--- config.mk ---
export PLATFORM = sky130hd
export DESIGN_NAME = control_pipe_flat
export DESIGN_NICKNAME = d
export VERILOG_FILES = /design/src/rtl/control_pipe_if.sv /design/src/rtl/control_pipe.sv /design/src/flat_wrapper.sv
export SDC_FILE = /design/constraint.sdc
export NUM_CORES = 1
export LEC_CHECK = 0
export CAP_MARGIN = 15
export CELL_PAD_IN_SITES_DETAIL_PLACEMENT = 1
export CELL_PAD_IN_SITES_GLOBAL_PLACEMENT = 2
export CORE_MARGIN = 10
export CORE_UTILIZATION = 26
export CTS_CLUSTER_SIZE = 40
export DETAILED_ROUTE_END_ITERATION = 10
export GPL_ROUTABILITY_DRIVEN = 0
export PLACE_DENSITY = 0.79
export SLEW_MARGIN = 20
export SYNTH_ARGS = -nofsm -noshare
export SYNTH_HDL_FRONTEND = slang
export SYNTH_SLANG_ARGS = --single-unit
--- constraint.sdc ---
create_clock -name clk -period 2 [get_ports clk]
set_clock_uncertainty 0.1 [all_clocks]
set_input_delay 0.4 -clock clk [delete_from_list [all_inputs] [get_ports clk]]
set_output_delay 0.4 -clock clk [all_outputs]
set_load 0.1 [all_outputs]
--- src/rtl/control_pipe_if.sv ---
// Bundle of ID-stage inputs and per-stage control outputs for control_pipe.
// The master drives the ID instruction fields and pipeline controls; the slave returns the stage bundles.
interface control_pipe_if #(
  parameter int REG_ADDR_W = 5,
  parameter int CNT_W      = 16
);
  logic                  id_valid;
  logic [6:0]            id_opcode;
  logic [REG_ADDR_W-1:0] id_rs1;
  logic [REG_ADDR_W-1:0] id_rs2;
  logic [REG_ADDR_W-1:0] id_rd;
  logic                  stall_ext;
  logic                  flush;

  logic                  hazard_stall;
  logic                  ex_branch;
  logic                  ex_jump;
  logic                  ex_memread;
  logic                  ex_memwrite;
  logic                  ex_alusrc;
  logic                  ex_regwrite;
  logic [1:0]            ex_aluop;
  logic                  ex_asel_pc;
  logic [1:0]            ex_wbsel;
  logic [REG_ADDR_W-1:0] ex_rd;
  logic                  mem_memread;
  logic                  mem_memwrite;
  logic                  mem_regwrite;
  logic [1:0]            mem_wbsel;
  logic [REG_ADDR_W-1:0] mem_rd;
  logic                  wb_regwrite;
  logic [1:0]            wb_wbsel;
  logic [REG_ADDR_W-1:0] wb_rd;
  logic                  illegal_op;
  logic [CNT_W-1:0]      hazard_cnt;

  modport master (
    output id_valid, id_opcode, id_rs1, id_rs2, id_rd, stall_ext, flush,
    input  hazard_stall,
    input  ex_branch, ex_jump, ex_memread, ex_memwrite, ex_alusrc, ex_regwrite,
    input  ex_aluop, ex_asel_pc, ex_wbsel, ex_rd,
    input  mem_memread, mem_memwrite, mem_regwrite, mem_wbsel, mem_rd,
    input  wb_regwrite, wb_wbsel, wb_rd,
    input  illegal_op, hazard_cnt
  );

  modport slave (
    input  id_valid, id_opcode, id_rs1, id_rs2, id_rd, stall_ext, flush,
    output hazard_stall,
    output ex_branch, ex_jump, ex_memread, ex_memwrite, ex_alusrc, ex_regwrite,
    output ex_aluop, ex_asel_pc, ex_wbsel, ex_rd,
    output mem_memread, mem_memwrite, mem_regwrite, mem_wbsel, mem_rd,
    output wb_regwrite, wb_wbsel, wb_rd,
    output illegal_op, hazard_cnt
  );
endinterface

--- src/rtl/control_pipe.sv ---
// Pipelined RV32I main decoder: decodes in ID and carries control through ID/EX, EX/MEM and MEM/WB,
// with load-use stall detection, flush, external freeze, illegal-opcode trap and a saturating stall counter.
module control_pipe #(
  parameter int REG_ADDR_W    = 5,
  parameter bit SUPPORT_JALR  = 1'b1,
  parameter bit SUPPORT_AUIPC = 1'b1,
  parameter int CNT_W         = 16
) (
  input logic        clk,
  input logic        rst_n,
  control_pipe_if.slave bus
);
  localparam logic [6:0] OP_R     = 7'b0110011;
  localparam logic [6:0] OP_I     = 7'b0010011;
  localparam logic [6:0] OP_LOAD  = 7'b0000011;
  localparam logic [6:0] OP_STORE = 7'b0100011;
  localparam logic [6:0] OP_BR    = 7'b1100011;
  localparam logic [6:0] OP_LUI   = 7'b0110111;
  localparam logic [6:0] OP_JAL   = 7'b1101111;
  localparam logic [6:0] OP_JALR  = 7'b1100111;
  localparam logic [6:0] OP_AUIPC = 7'b0010111;

  typedef struct packed {
    logic                  branch;
    logic                  jump;
    logic                  memread;
    logic                  memwrite;
    logic                  alusrc;
    logic                  regwrite;
    logic [1:0]            aluop;
    logic                  asel_pc;
    logic [1:0]            wbsel;
    logic [REG_ADDR_W-1:0] rd;
  } id_ex_t;

  typedef struct packed {
    logic                  memread;
    logic                  memwrite;
    logic                  regwrite;
    logic [1:0]            wbsel;
    logic [REG_ADDR_W-1:0] rd;
  } ex_mem_t;

  typedef struct packed {
    logic                  regwrite;
    logic [1:0]            wbsel;
    logic [REG_ADDR_W-1:0] rd;
  } mem_wb_t;

  id_ex_t           dec;
  id_ex_t           id_ex;
  ex_mem_t          ex_mem;
  mem_wb_t          mem_wb;
  logic             legal;
  logic             rs1_used;
  logic             rs2_used;
  logic             hazard;
  logic             illegal;
  logic [CNT_W-1:0] cnt;

  always_comb begin
    dec      = '0;
    legal    = 1'b1;
    rs1_used = 1'b0;
    rs2_used = 1'b0;
    dec.rd   = bus.id_rd;
    case (bus.id_opcode)
      OP_R: begin
        dec.regwrite = 1'b1;
        dec.aluop    = 2'b10;
        rs1_used     = 1'b1;
        rs2_used     = 1'b1;
      end
      OP_I: begin
        dec.regwrite = 1'b1;
        dec.alusrc   = 1'b1;
        dec.aluop    = 2'b11;
        rs1_used     = 1'b1;
      end
      OP_LOAD: begin
        dec.regwrite = 1'b1;
        dec.memread  = 1'b1;
        dec.alusrc   = 1'b1;
        dec.wbsel    = 2'b01;
        rs1_used     = 1'b1;
      end
      OP_STORE: begin
        dec.memwrite = 1'b1;
        dec.alusrc   = 1'b1;
        rs1_used     = 1'b1;
        rs2_used     = 1'b1;
      end
      OP_BR: begin
        dec.branch = 1'b1;
        dec.aluop  = 2'b01;
        rs1_used   = 1'b1;
        rs2_used   = 1'b1;
      end
      OP_LUI: begin
        dec.regwrite = 1'b1;
        dec.alusrc   = 1'b1;
      end
      OP_JAL: begin
        dec.regwrite = 1'b1;
        dec.jump     = 1'b1;
        dec.wbsel    = 2'b10;
      end
      OP_JALR: begin
        if (SUPPORT_JALR) begin
          dec.regwrite = 1'b1;
          dec.jump     = 1'b1;
          dec.alusrc   = 1'b1;
          dec.wbsel    = 2'b10;
          rs1_used     = 1'b1;
        end else begin
          legal = 1'b0;
        end
      end
      OP_AUIPC: begin
        if (SUPPORT_AUIPC) begin
          dec.regwrite = 1'b1;
          dec.alusrc   = 1'b1;
          dec.asel_pc  = 1'b1;
        end else begin
          legal = 1'b0;
        end
      end
      default: legal = 1'b0;
    endcase
  end

  // A taken branch kills the dependent instruction anyway, so it never needs a stall.
  assign hazard = bus.id_valid & id_ex.memread & (id_ex.rd != '0) &
                  ((rs1_used & (bus.id_rs1 == id_ex.rd)) |
                   (rs2_used & (bus.id_rs2 == id_ex.rd))) & ~bus.flush;

  always_ff @(posedge clk or negedge rst_n) begin
    if (!rst_n) begin
      id_ex  <= '0;
      ex_mem <= '0;
      mem_wb <= '0;
      cnt    <= '0;
    end else if (!bus.stall_ext) begin
      ex_mem.memread  <= id_ex.memread;
      ex_mem.memwrite <= id_ex.memwrite;
      ex_mem.regwrite <= id_ex.regwrite;
      ex_mem.wbsel    <= id_ex.wbsel;
      ex_mem.rd       <= id_ex.rd;
      mem_wb.regwrite <= ex_mem.regwrite;
      mem_wb.wbsel    <= ex_mem.wbsel;
      mem_wb.rd       <= ex_mem.rd;
      if (bus.flush || hazard || !bus.id_valid || !legal)
        id_ex <= '0;
      else
        id_ex <= dec;
      if (hazard && (cnt != {CNT_W{1'b1}}))
        cnt <= cnt + 1'b1;
    end
  end

  always_ff @(posedge clk or negedge rst_n) begin
    if (!rst_n)
      illegal <= 1'b0;
    else if (bus.id_valid && !legal)
      illegal <= 1'b1;
  end

  assign bus.hazard_stall = hazard;
  assign bus.ex_branch    = id_ex.branch;
  assign bus.ex_jump      = id_ex.jump;
  assign bus.ex_memread   = id_ex.memread;
  assign bus.ex_memwrite  = id_ex.memwrite;
  assign bus.ex_alusrc    = id_ex.alusrc;
  assign bus.ex_regwrite  = id_ex.regwrite;
  assign bus.ex_aluop     = id_ex.aluop;
  assign bus.ex_asel_pc   = id_ex.asel_pc;
  assign bus.ex_wbsel     = id_ex.wbsel;
  assign bus.ex_rd        = id_ex.rd;
  assign bus.mem_memread  = ex_mem.memread;
  assign bus.mem_memwrite = ex_mem.memwrite;
  assign bus.mem_regwrite = ex_mem.regwrite;
  assign bus.mem_wbsel    = ex_mem.wbsel;
  assign bus.mem_rd       = ex_mem.rd;
  assign bus.wb_regwrite  = mem_wb.regwrite;
  assign bus.wb_wbsel     = mem_wb.wbsel;
  assign bus.wb_rd        = mem_wb.rd;
  assign bus.illegal_op   = illegal;
  assign bus.hazard_cnt   = cnt;
endmodule

--- src/flat_wrapper.sv ---
// flat-port wrapper written by rule: the top's interface ports become plain ports
module control_pipe_flat 
#(
  parameter int REG_ADDR_W    = 5,
  parameter bit SUPPORT_JALR  = 1'b1,
  parameter bit SUPPORT_AUIPC = 1'b1,
  parameter int CNT_W         = 16
)
  (clk, rst_n, bus_id_valid, bus_id_opcode, bus_id_rs1, bus_id_rs2, bus_id_rd, bus_stall_ext, bus_flush, bus_hazard_stall, bus_ex_branch, bus_ex_jump, bus_ex_memread, bus_ex_memwrite, bus_ex_alusrc, bus_ex_regwrite, bus_ex_aluop, bus_ex_asel_pc, bus_ex_wbsel, bus_ex_rd, bus_mem_memread, bus_mem_memwrite, bus_mem_regwrite, bus_mem_wbsel, bus_mem_rd, bus_wb_regwrite, bus_wb_wbsel, bus_wb_rd, bus_illegal_op, bus_hazard_cnt);
  control_pipe_if #(.REG_ADDR_W(REG_ADDR_W), .CNT_W(CNT_W)) bus_i ();
  input logic clk;
  input logic rst_n;
  input wire logic [$bits(bus_i.id_valid)-1:0] bus_id_valid;
  input wire logic [$bits(bus_i.id_opcode)-1:0] bus_id_opcode;
  input wire logic [$bits(bus_i.id_rs1)-1:0] bus_id_rs1;
  input wire logic [$bits(bus_i.id_rs2)-1:0] bus_id_rs2;
  input wire logic [$bits(bus_i.id_rd)-1:0] bus_id_rd;
  input wire logic [$bits(bus_i.stall_ext)-1:0] bus_stall_ext;
  input wire logic [$bits(bus_i.flush)-1:0] bus_flush;
  output wire logic [$bits(bus_i.hazard_stall)-1:0] bus_hazard_stall;
  output wire logic [$bits(bus_i.ex_branch)-1:0] bus_ex_branch;
  output wire logic [$bits(bus_i.ex_jump)-1:0] bus_ex_jump;
  output wire logic [$bits(bus_i.ex_memread)-1:0] bus_ex_memread;
  output wire logic [$bits(bus_i.ex_memwrite)-1:0] bus_ex_memwrite;
  output wire logic [$bits(bus_i.ex_alusrc)-1:0] bus_ex_alusrc;
  output wire logic [$bits(bus_i.ex_regwrite)-1:0] bus_ex_regwrite;
  output wire logic [$bits(bus_i.ex_aluop)-1:0] bus_ex_aluop;
  output wire logic [$bits(bus_i.ex_asel_pc)-1:0] bus_ex_asel_pc;
  output wire logic [$bits(bus_i.ex_wbsel)-1:0] bus_ex_wbsel;
  output wire logic [$bits(bus_i.ex_rd)-1:0] bus_ex_rd;
  output wire logic [$bits(bus_i.mem_memread)-1:0] bus_mem_memread;
  output wire logic [$bits(bus_i.mem_memwrite)-1:0] bus_mem_memwrite;
  output wire logic [$bits(bus_i.mem_regwrite)-1:0] bus_mem_regwrite;
  output wire logic [$bits(bus_i.mem_wbsel)-1:0] bus_mem_wbsel;
  output wire logic [$bits(bus_i.mem_rd)-1:0] bus_mem_rd;
  output wire logic [$bits(bus_i.wb_regwrite)-1:0] bus_wb_regwrite;
  output wire logic [$bits(bus_i.wb_wbsel)-1:0] bus_wb_wbsel;
  output wire logic [$bits(bus_i.wb_rd)-1:0] bus_wb_rd;
  output wire logic [$bits(bus_i.illegal_op)-1:0] bus_illegal_op;
  output wire logic [$bits(bus_i.hazard_cnt)-1:0] bus_hazard_cnt;
  assign bus_i.id_valid = bus_id_valid;
  assign bus_i.id_opcode = bus_id_opcode;
  assign bus_i.id_rs1 = bus_id_rs1;
  assign bus_i.id_rs2 = bus_id_rs2;
  assign bus_i.id_rd = bus_id_rd;
  assign bus_i.stall_ext = bus_stall_ext;
  assign bus_i.flush = bus_flush;
  assign bus_hazard_stall = bus_i.hazard_stall;
  assign bus_ex_branch = bus_i.ex_branch;
  assign bus_ex_jump = bus_i.ex_jump;
  assign bus_ex_memread = bus_i.ex_memread;
  assign bus_ex_memwrite = bus_i.ex_memwrite;
  assign bus_ex_alusrc = bus_i.ex_alusrc;
  assign bus_ex_regwrite = bus_i.ex_regwrite;
  assign bus_ex_aluop = bus_i.ex_aluop;
  assign bus_ex_asel_pc = bus_i.ex_asel_pc;
  assign bus_ex_wbsel = bus_i.ex_wbsel;
  assign bus_ex_rd = bus_i.ex_rd;
  assign bus_mem_memread = bus_i.mem_memread;
  assign bus_mem_memwrite = bus_i.mem_memwrite;
  assign bus_mem_regwrite = bus_i.mem_regwrite;
  assign bus_mem_wbsel = bus_i.mem_wbsel;
  assign bus_mem_rd = bus_i.mem_rd;
  assign bus_wb_regwrite = bus_i.wb_regwrite;
  assign bus_wb_wbsel = bus_i.wb_wbsel;
  assign bus_wb_rd = bus_i.wb_rd;
  assign bus_illegal_op = bus_i.illegal_op;
  assign bus_hazard_cnt = bus_i.hazard_cnt;
  control_pipe #(.REG_ADDR_W(REG_ADDR_W), .SUPPORT_JALR(SUPPORT_JALR), .SUPPORT_AUIPC(SUPPORT_AUIPC), .CNT_W(CNT_W)) u_core (.clk(clk), .rst_n(rst_n), .bus(bus_i));
endmodule
After elaboration in Yosys (flattened, before gate mapping)
Index checks and enable logic that the tools add are counted.
- $add $sub $neg: 1
- bitwise operators: 9
- reductions and logical operators: 15
- muxes and demuxes: 13
- equality and inequality tests: 12
- operators by type and width (kind ; number):
    equality test 7 x 6 -> 1 bit (second input constant) ; 3
    equality test 7 bit (second input constant) ; 3
    adder 16 x 1 -> 16 bit (second input constant) ; 1
    2-to-1 mux 16 bit ; 1
    inequality test 16 bit (second input constant) ; 1
    equality test 7 x 5 -> 1 bit (second input constant) ; 2
    OR reduction 6 bit ; 2
    equality test 5 bit ; 2
    2-to-1 mux 1 bit ; 10
    OR reduction 9 bit ; 1
    equality test 7 x 2 -> 1 bit (second input constant) ; 1
    OR reduction 7 bit ; 1
    bitwise AND 1 bit ; 6
    one-hot mux 2 bit (3 select lines) ; 1
    nonzero test 5 bit ; 1
    one-hot mux 2 bit (2 select lines) ; 1
    logical OR 1 bit ; 3
    OR reduction 3 bit ; 1
    logical AND 1 bit ; 2
    zero test 1 bit ; 2
    NOT 1 bit ; 2
    AND reduction 2 bit ; 1
    OR reduction 2 bit ; 1
    OR 1 bit ; 1
- register bits after elaboration: 51

Logic depth before layout (Yosys ltp)
- depth in word-level cells: 11
- gate-level depth with buffers: 7
- mapped depth without buffers: 6

Worst setup path after synthesis
Ideal clock, no wire load.
- kind: reg-to-output
- start point: register u_core.id_ex, in the netlist u_core.bus.ex_rd[2]
- end point: output bus_hazard_stall
- path slack: -1361 ps
- data arrival time: 2861 ps
- path buffers: 1
- data required time: 1500 ps
- stages on the path, launching flop included: 6
- path through: dfrtp_1 -> xnor2_1 -> nand4_1 -> o22ai_1 -> clkbuf_1 -> and4b_1
- cells in the longest elaborated chain, start to end: 5
- elaborated cells on any way between the ends: 9
- RTL lines (element ; RTL line ; source):
    start, declared ; control_pipe.sv:51 ; id_ex_t id_ex;
    start signal, assigned ; control_pipe.sv:139 ; id_ex <= '0;
    start signal, assigned ; control_pipe.sv:153 ; id_ex <= '0;
    start signal, assigned ; control_pipe.sv:155 ; id_ex <= dec;
    equality test 5 bit (on tied branches) ; control_pipe.sv:134, control_pipe.sv:135 ;
    bitwise AND 1 bit (on tied branches) ; control_pipe.sv:134, control_pipe.sv:135 ;
    OR 1 bit ; control_pipe.sv:134 ; ((rs1_used & (bus.id_rs1 == id_ex.rd)) |
    bitwise AND 1 bit (*) ; control_pipe.sv:133 ; assign hazard = bus.id_valid & id_ex.memread & (id_ex.rd != '0) &
    bitwise AND 1 bit (*) ; control_pipe.sv:135 ; (rs2_used & (bus.id_rs2 == id_ex.rd))) & ~bus.flush;
    end, declared ; flat_wrapper.sv:20 ; output wire logic [$bits(bus_i.hazard_stall)-1:0] bus_hazard_stall;
Mark *: on every way between the ends. The rest lies on a longest branch, timed or not.

Worst setup path after layout
- start point: input bus_id_rs2[3]
- end point: output bus_hazard_stall
- cells in the longest elaborated chain, start to end: 5
- RTL lines (element ; RTL line ; source):
    start, declared ; flat_wrapper.sv:16 ; input wire logic [$bits(bus_i.id_rs2)-1:0] bus_id_rs2;
    equality test 5 bit ; control_pipe.sv:135 ;
    bitwise AND 1 bit ; control_pipe.sv:135 ;
    OR 1 bit ; control_pipe.sv:134 ;
    bitwise AND 1 bit ; control_pipe.sv:133 ;
    bitwise AND 1 bit ; control_pipe.sv:135 ;
Every way passes these cells.

==> impl_metrics.ini <==
[worst_setup_path]
worst-r2r-setup-slack_ns = -0.08
r2r_start = u_core.bus.ex_rd[2]
path_delay_family = buffers and inverters
path_class = in -> out
arrival_ns = 1.91
cp-start-kind = primary input
reg2reg_to = u_core.bus.ex_branch
worst_path_max_delay_cell = clkdlybuf4s50_1
cp-endpoint = bus_hazard_stall
reg2reg_depth = 9
required_ns = 1.50
end_kind = primary output
cp_num_cells = 6
slowest_delay_ns = 0.47
cp.buffers_inverters = 2
crit_fanout = 2
path_cells = clkdlybuf4s50_1 -> xnor2_1 -> nand4_1 -> o22ai_4 -> and4b_4 -> buf_12
startpoint = bus_id_rs2[3]

[layout]
n_antenna_cell = 0
fillers = 928
area_delta_synth_final_pct = 86.7
final_util_pct = 49.4
drive_above_1_share_pct = 54.9
finalNonFillerCells = 450
final_cell_mix = 48 x buf_12, 46 x buf_4, 29 x dfrtp_1
layout.nets = 366
multi_input_area_mm2 = 0.00133
final_common_cell = buf_12
seq_area_mm2 = 0.00132

[place]
dp.cells = 434
dpl.hpwl_mm = 6.43
place_ws_ns = -0.605
port_buffers = 78

[timing]
report.final.hold_viol_count = 0
fin_setup_tns_ns = -1.29
rsz0062_at_grt = yes
max_slew_margin_pct = 61.4
fin_crit_ns = 2.41
fin_ws_ns = -0.407
setup_violations = 16
fmax_mhz = 415
period_share_pct = 120
final_max_slew_viol_count = 0
worst_pin_slew_ns = 0.579

[pwr]
power.leakage_nw = 1.99
combPwrFrac_pct = 13.9
power_w = 0.00193
seqPwrFrac_pct = 54.0
power_density_mw_per_mm2 = 426
power_frac_clock_pct = 32.1
switchingPower_w = 0.000518
internal_power_w = 0.00141
max-vdd-ir-drop_mv = 0.235
p_sw_share_pct = 26.9

[floorplan]
core_mm2 = 0.00915
dieWidth_um = 117
die_area_mm2 = 0.0136
initial_core_util_pct = 26.5
die_h_um = 117
rows = 35
top_level_ports = 79

[detailed_routing]
dr_wl_met3_um = 436
wl_met1_mm = 3.46
dr_wl_met2_mm = 4.32
top_layer_used = met4
drtPass1Iterations = 4
drc = 0
antenna_left = 0
vias = 2161
via_per_inst = 4.80
wirelength_mm = 8.30
post_drt_wl_per_cell_um = 18.4
drtIter0Drc = 70

[logic_synthesis]
synth_mux_area_share_pct = 8.83
synthCells = 211
synth-compound-area-share_pct = 9.45
synth-seq-cells = 51
synthArstFlopShare_pct = 100
syn_avg_cell_area_um2 = 11.5
yosys-top-cells-area = dfrtp_1 53%, mux2_2 8.4%, xnor2_1 8.0%, nand2_1 3.7%, nand3_1 2.3%
synth_top_area_share_pct = 52.7
synth_ff_type = dfrtp_1
yosysUniqueCellTypes = 43
yosys_warnings = 0
syn_area_mm2 = 0.00242
synth_fa_ha_area_share_pct = 0.516
yosysTopAreaCell = dfrtp_1
synth_top_family_by_area = simple AND/OR/NAND/NOR gates
seq_area_frac_synth_pct = 52.7
synth-xor-area-share_pct = 9.03
synth_edf_count = 0
syn_nets = 239
synthSimpleGateAreaFrac_pct = 17.8

[job]
maxCapViolCount = 0

[clock_tree]
cts_tree = yes
cts-root-buf = clkbuf_8
cts-buffers-inserted = 5
cts_max_level = 2
ctsLongestPathBuffers = 2
clk_latency_ns = 0.31
cts_sinks = 51
clk_pin_slew_ns = 0.10

[global_route]
grt_antenna_before_repair = 0
grt_pass1_vias = 2276
grt_pass1_wl_mm = 12.8
overflow = 0
grt_usage_pct = 12.3
grt_start_max_net_pins = 35

[outcome]
failed_checks = negative setup slack
status = complete, but fails checks

[worst_hold_path]
hp-class = in -> reg
## repair_timing
action	CTS	global route
buffers inserted	1	7
endpoints found under the setup margin	29	25
pin swaps	9	21
endpoints found under the hold margin	22	0
resized for setup	27	26
gates cloned	0	0
hold buffers	1	0
## synth_stat cells, drive strengths merged (2+ instances only)
| cell type | n |
|---|---|
| inv | 2 |
| nor4 | 3 |
| a22o | 6 |
| nor2 | 7 |
| nand2b | 3 |
| xor2 | 3 |
| nand3 | 11 |
| dfrtp | 51 |
| nand2 | 24 |
| mux2 | 19 |
| a31oi | 3 |
| o41ai | 4 |
| buf | 2 |
| and4 | 5 |
| xnor2 | 22 |
| o21ai | 5 |
| nand4 | 7 |
| and3 | 7 |
| clkbuf | 5 |
| a21oi | 4 |
## layer usage
| layer | vias to the layer above | GRT usage, % |
|---|---|---|
| met5 | - | 0 |
| met4 | 0 | 3.29 |
| met3 | 4 | 3.90 |
| met2 | 48 | 20.9 |
| met1 | 1083 | 14.6 |
| li1 | 1026 | - |
## kinds of logic after synthesis
family / Yosys count
AO/OA/AOI/OAI: 30
XOR/XNOR: 25
buffers and inverters: 9
AND/OR/NAND/NOR: 76
adder cells (fa/ha/maj): 1
flip-flops: 51
multiplexers: 19
## power by group through the flow
stage	Sequential, W	Combinational, W	Clock [W]
after floorplan	0.00109	0.0000694	0
after global placement	0.00106	0.000250	0
after detailed placement	0.00106	0.000254	0
after CTS	0.00104	0.000259	0.000650
after global routing	0.00104	0.000287	0.000695
final	0.00104	0.000267	0.000618
## registers in the layout, summed over array words and instances, names as in the netlist, 2 cells and up
name                   count
u_core.bus.hazard_cnt     16
u_core.bus.ex_rd           5
u_core.bus.mem_rd          5
u_core.bus.wb_rd           5
u_core.bus.ex_aluop        2
u_core.bus.ex_wbsel        2
u_core.bus.mem_wbsel       2
u_core.bus.wb_wbsel        2
## area by class of cell
| class | count | share of cell area [%] |
|---|---|---|
| Timing Repair Buffer | 127 | 36.1 |
| Multi-Input combinational cell | 151 | 29.4 |
| Sequential cell | 51 | 29.2 |
| Tap cell | 111 | 3.07 |
| Clock buffer | 5 | 1.52 |
| Clock inverter | 3 | 0.525 |
| Inverter | 2 | 0.166 |
## stage by stage
step | instance area (µm²) | hold slack [ns]
after floorplan | 2510 | 0.00441
after global placement | 4150 | 0.317
after detailed placement | 4150 | 0.339
after CTS | 4340 | 0.419
after global routing | 4520 | 0.367
final | 4520 | 0.358
## worst reg2reg max path, stage by stage (launching register included)
cell and delay [ns]:
dfrtp_4 0.52, buf_6 0.13, xnor2_2 0.12, o21ai_2 0.10, o22ai_4 0.11, buf_4 0.15
buf_12 0.13, a211o_4 0.38, buf_6 0.14, o21ai_2 0.11
## how the worst min path moves through the flow
stage,cells past startpoint,from,endpoint
after floorplan,0,rst_n,u_core.bus.ex_aluop[0]
after global placement,1,rst_n,u_core.bus.wb_wbsel[0]
after detailed placement,1,rst_n,u_core.bus.mem_memwrite
after CTS,1,u_core.bus.hazard_cnt[7],u_core.bus.hazard_cnt[7]
after global routing,3,bus_id_opcode[4],u_core.bus.ex_memread
final,3,bus_id_opcode[4],u_core.bus.ex_memread
(Power assumes the default switching activity.)
